[src/rtl/char_fetch_arbiter.sv]
// Round-robin arbiter sharing one synchronous glyph ROM between two requesters.
// Each grant fetches all 2**ROW_W rows of a character and streams them out with idx/owner/last tags.
module char_fetch_arbiter #(
  parameter int CODE_W   = 8,
  parameter int ROW_W    = 3,
  parameter int READ_LAT = 1
) (
  input  logic                    clka,
  input  logic                    rst,
  input  logic                    req0,
  input  logic [CODE_W-1:0]       code0,
  output logic                    gnt0,
  input  logic                    req1,
  input  logic [CODE_W-1:0]       code1,
  output logic                    gnt1,
  output logic [CODE_W+ROW_W-1:0] rom_addr,
  input  logic [7:0]              rom_data,
  output logic                    out_valid,
  output logic [7:0]              out_data,
  output logic [ROW_W-1:0]        out_idx,
  output logic                    out_owner,
  output logic                    out_last,
  output logic                    busy
);

  localparam logic [ROW_W-1:0]   LAST_ROW  = '1;
  localparam int                 DRAIN_W   = (READ_LAT > 1) ? $clog2(READ_LAT) : 1;
  localparam logic [DRAIN_W-1:0] DRAIN_END = DRAIN_W'(READ_LAT - 1);

  typedef enum logic [1:0] {IDLE, ISSUE, DRAIN} state_t;

  state_t              state;
  logic [CODE_W-1:0]   code;
  logic [ROW_W-1:0]    row;
  logic [ROW_W-1:0]    next_row;
  logic                owner;
  logic                last_owner;
  logic [DRAIN_W-1:0]  drain_cnt;
  logic                any_req;
  logic                pick1;
  logic [CODE_W-1:0]   win_code;

  // Tag shift register: stage s holds the tag of the address issued s+1 cycles ago.
  logic [READ_LAT-1:0]            vld_pipe;
  logic [READ_LAT-1:0]            own_pipe;
  logic [READ_LAT-1:0][ROW_W-1:0] idx_pipe;

  assign any_req  = req0 | req1;
  assign pick1    = (req0 && req1) ? ~last_owner : req1;
  assign win_code = pick1 ? code1 : code0;
  assign next_row = row + ROW_W'(1);

  always_ff @(posedge clka or posedge rst) begin
    if (rst) begin
      state      <= IDLE;
      code       <= '0;
      row        <= '0;
      owner      <= 1'b0;
      last_owner <= 1'b1;
      drain_cnt  <= '0;
      gnt0       <= 1'b0;
      gnt1       <= 1'b0;
      rom_addr   <= '0;
    end else begin
      gnt0 <= 1'b0;
      gnt1 <= 1'b0;
      case (state)
        IDLE: begin
          if (any_req) begin
            code       <= win_code;
            owner      <= pick1;
            last_owner <= pick1;
            gnt0       <= ~pick1;
            gnt1       <= pick1;
            row        <= '0;
            rom_addr   <= {win_code, {ROW_W{1'b0}}};
            state      <= ISSUE;
          end
        end
        ISSUE: begin
          if (row == LAST_ROW) begin
            drain_cnt <= '0;
            state     <= DRAIN;
          end else begin
            row      <= next_row;
            rom_addr <= {code, next_row};
          end
        end
        DRAIN: begin
          if (drain_cnt == DRAIN_END) begin
            state <= IDLE;
          end else begin
            drain_cnt <= drain_cnt + DRAIN_W'(1);
          end
        end
        default: state <= IDLE;
      endcase
    end
  end

  always_ff @(posedge clka or posedge rst) begin
    if (rst) begin
      vld_pipe <= '0;
      own_pipe <= '0;
      idx_pipe <= '0;
    end else begin
      vld_pipe[0] <= (state == ISSUE);
      own_pipe[0] <= owner;
      idx_pipe[0] <= row;
      for (int s = 1; s < READ_LAT; s++) begin
        vld_pipe[s] <= vld_pipe[s-1];
        own_pipe[s] <= own_pipe[s-1];
        idx_pipe[s] <= idx_pipe[s-1];
      end
    end
  end

  assign out_valid = vld_pipe[READ_LAT-1];
  assign out_owner = own_pipe[READ_LAT-1];
  assign out_idx   = idx_pipe[READ_LAT-1];
  assign out_last  = out_valid && (out_idx == LAST_ROW);
  assign out_data  = out_valid ? rom_data : 8'h00;
  assign busy      = (state != IDLE);

endmodule

[config.mk]
export PLATFORM = sky130hd
export DESIGN_NAME = char_fetch_arbiter
export DESIGN_NICKNAME = d
export VERILOG_FILES = /design/src/rtl/char_fetch_arbiter.sv
export SDC_FILE = /design/constraint.sdc
export NUM_CORES = 1
export LEC_CHECK = 0
export ABC_AREA = 1
export CORE_MARGIN = 2
export CORE_UTILIZATION = 43
export CTS_CLUSTER_DIAMETER = 200
export CTS_CLUSTER_SIZE = 28
export DETAILED_ROUTE_END_ITERATION = 16
export PLACE_DENSITY_LB_ADDON = 0.25
export SLEW_MARGIN = 20
export SYNTH_ARGS = -nofsm -noshare
export SYNTH_HDL_FRONTEND = slang
export SYNTH_SLANG_ARGS = --single-unit
[constraint.sdc]
create_clock -name clka -period 2.2 [get_ports clka]
set_clock_uncertainty 0.15 [all_clocks]
set_input_delay 0.55 -clock clka [delete_from_list [all_inputs] [get_ports clka]]
set_output_delay 0.55 -clock clka [all_outputs]
set_load 0.1 [all_outputs]
======== Word level (Yosys, flattened, before mapping) ========
Index checks and enable logic that the tools add are counted.
Widths: inputs -> output; s select.
storage, ports and cells
  bits of input ports ..................... 28
  word-level logic and storage cells ...... 55
  output and inout port bits .............. 28
  register bits ........................... 34
operators by class
  add/sub/neg operators ................... 2
  reductions and logical operators ........ 10
  equality and inequality tests ........... 8
  bitwise logic cells ..................... 3
  multiplexer cells ....................... 20
operator list
  cell                 count
  $mux 11              2
  $pmux 11 s2          1
  $mux 8               2
  $ne 2x2->1 const B   4
  $mux 1               7
  $eq 3x3->1 const B   2
  $mux 2               3
  $mux 3               2
  $pmux 2 s3           1
  $pmux 3 s2           1
  $reduce_and 3->1     2
  $reduce_bool 2->1    3
  $reduce_and 2->1     2
  $add 3x1->3 const B  1
  $eq 2x1->1 const B   1
  $eq 2x2->1 const B   1
  $logic_and 1x1->1    2
  $logic_not 2->1      1
  $not 1->1            2
  $pmux 1 s2           1
  $add 1x1->1 const B  1
  $or 1x1->1           1

======== Logic depth before layout (Yosys ltp) ========
  depth in word-level cells ............... 5
  mapped depth ............................ 7
  depth with buffers taken out ............ 7

======== Worst setup path before layout ========
OpenSTA, ideal clock, no wires.
  kind .................................... register to output
  from .................................... register vld_pipe, in the netlist out_valid
  to ...................................... output port out_last
  data required time ...................... 1500 ps
  arrival time ............................ 2577 ps
  stages on the path, launching flop included .. 4
  slack ................................... -1077 ps
  path buffers ............................ 1
  cell sequence ........................... dfrtp_1 -> clkbuf_1 -> nand2_1 -> nor2_1
on the way
  word-level cells in the longest chain between the ends .. 1
ends and longest elaborated chain
  item                             line  source
  start, declared                  44    logic [READ_LAT-1:0] vld_pipe;
  start signal, assigned by index  111   vld_pipe[s] <= vld_pipe[s-1];
  $logic_and 1x1->1                121   assign out_last = out_valid && (out_idx == LAST_ROW);
  end, declared                    22    output logic out_last,
Every way passes these cells.

======== Final worst setup path ========
  from .................................... input port rom_data[3]
  to ...................................... output port out_data[3]
on the way
  word-level cells in the longest chain between the ends .. 1
ends and longest elaborated chain
  item             line  source
  start, declared  17    input logic [7:0] rom_data,
  $mux 8           122   assign out_data = out_valid ? rom_data : 8'h00;
  end, declared    19    output logic [7:0] out_data,
Every way passes these cells.

==> reports/qor.yml <==
outcome:
  status: "complete, no violations"
placed_design:
  pre_cts_slack_ps: 104
  io_buffers: 55
  place_congestion: 0.803
  placed_cells: 266
  dpl.hpwl_um: 2690
cts:
  path_clk_slew_ps: 90
  clock_latency_ps: 330
  cts_buffers: 5
  hold_buffers: 0
  cts_post_setup_buffers_inserted: 0
  clock_sinks: 30
  cts-resized-gates: 0
  cts_tree: "built"
  htreeDepth: 2
  ctsLongestPathBuffers: 2
  root_buffer: "clkbuf_4"
routing:
  post_drt_wl_per_cell_um: 12.6
  vias: 1292
  drt_wl_total_um: 3450
  drcViolationCount: 0
  antenna_left: 0
  firstDrtPassIters: 4
  drt_iter0_drc: 25
  via_per_inst: 4.72
timing:
  period_share_pct: 95.0
  tns_ps: 0
  setup_viol_count_final: 0
  worst_pin_slew_ps: 569
  whs_ps: 235
  setup_ws_ps: 111
  max-slew-margin-rel_pct: 61.9
  finalHoldViolCount: 0
  fmax_mhz: 479
  rsz0062_at_grt: "no"
  finalMaxSlewViolations: 0
  min_period_ps: 2090
global_route:
  grt_pass1_vias: 1336
  gr-total-overflow: 0
  antenna_found_initial: 0
  grt_pass1_wl_um: 5600
  grt_max_degree: 31
  grt_usage_pct: 20.8
layout:
  syn2layout_area_growth_pct: 65.1
  multi_input_area_um2: 552
  drive_gt1_share_pct: 30.0
  regArea_um2: 759
  num-fill-cells: 236
  fin_cells: 274
  antenna_cells: 0
  nNetsFinal: 259
worst_hold_path:
  hold_start: "owner"
  hold_class: "reg -> reg"
  hold_depth: 0
  worstHoldEndpoint: "out_owner"
floorplanning:
  num_io_pins: 56
  die_w_um: 61.6
  dieArea_um2: 3800
  start_util_pct: 46.0
  rows: 20
  die_height_um: 61.6
  fp.coreArea_um2: 3100
synth:
  synth_edf_count: 0
  syn_area_um2: 1430
  yosys.area.top_type: "dfrtp_1"
  synth.distinct_cells: 19
  synth-async-reset-ratio_pct: 100
  synth.most_common_cell: "nand2_1"
  yosys-top-cells-area: "dfrtp_1, nand2_1, inv_1, nand3_1, nand3b_1"
  syn_area_per_cell_um2: 8.51
  ys_seq_area_share_pct: 52.6
  yosys_warnings: 0
  synth_top_area_share_pct: 50.8
  syn_inst: 168
  synth_flop_cell: "dfrtp_1"
  ys_top_cells_by_count: "nand2_1, dfrtp_1, inv_1"
  ys_ff_latch: 30
  synth_nets: 198
setup_path:
  critPathMaxStageDelay_ps: 470
  critPathLaunchType: "primary input"
  cp_data_required_time_ps: 1500
  path_class: "in -> out"
  worstReg2RegEnd: "rom_addr[10]"
  crit_chain: "clkdlybuf4s50_1, nand2_1, clkinvlp_4, buf_12"
  crit_slowest_cell: "clkdlybuf4s50_1"
  timing.critical_path.buf_inv: 3
  arrival_ps: 1390
  ff2ff_setup_slack_ps: 330
  critPathTopFamily: "buffers and inverters"
  endpoint_kind: "output port"
  worst-path-max-fanout: 1
  worstRegToRegCells: 7
  reg2reg_from: "rom_addr[0]"
job:
  maxCapViolCount: 0
## logic make-up (layout without fill, tap and decap cells)
logic type / Yosys count / count (layout) / synth area share, %
compound gates: 4 / 4 / 1.58
simple gates: 105 / 105 / 34.8
fa+ha+maj: 2 / 2 / 1.75
flops: 30 / 30 / 52.6
buf+inv: 27 / 89 / 9.28
## placed cells by master, fill, tap and decap left out, types with 2 or more instances in the layout
cell type,synthesis,final
nand2_1,64,64
clkdlybuf4s50_1,0,27
buf_12,1,25
dfrtp_1,29,23
inv_1,22,14
nand3_1,12,12
nor2_1,9,8
clkinvlp_4,0,8
nand2_2,7,7
nand3b_1,6,6
dfrtp_2,0,6
buf_4,0,6
clkbuf_4,0,5
nand3_2,4,4
nor2_4,2,3
o21ai_1,2,2
ha_1,2,2
## per-stage QoR
step,util [%],cell area (um2)
floorplan,-,1470
global placement,74.1,2300
detailed placement,74.1,2300
CTS,76.0,2360
global route,76.0,2360
finish,76.0,2360
## metal layers
metal	wire length, um	up-vias	track usage (%)
met5	0	-	0
met4	72	0	6.69
met3	317	10	7.35
met2	1840	56	39.4
met1	1220	593	20.8
li1	-	633	-
## sequential cells by signal, indices dropped and copies added, names as in the netlist
name / flops
rom_addr: 11
code: 8
out_idx: 3
state: 2
gnt0: 1
gnt1: 1
last_owner: 1
out_owner: 1
out_valid: 1
owner: 1
## final cells by class
cell class | instances | share of cell area [%]
sequential | 30 | 32.2
clock buffer | 7 | 2.33
tap | 44 | 2.33
timing repair buffer | 58 | 34.6
multi-input combinational | 111 | 23.4
inverter | 23 | 4.93
clock inverter | 1 | 0.212
## how the worst max path moves through the flow
stage | slack, ps | end | from | cells past startpoint
floorplan | -100 | out_last | out_valid | 3
global placement | 140 | out_data[3] | rom_data[3] | 4
detailed placement | 100 | out_data[3] | rom_data[3] | 4
CTS | 90 | out_data[3] | rom_data[3] | 4
global route | 70 | out_data[3] | rom_data[3] | 4
finish | 110 | out_data[3] | rom_data[3] | 4
Power is not shown: default switching activity piles up to over one toggle a cycle in this logic, so the estimate is an artifact.
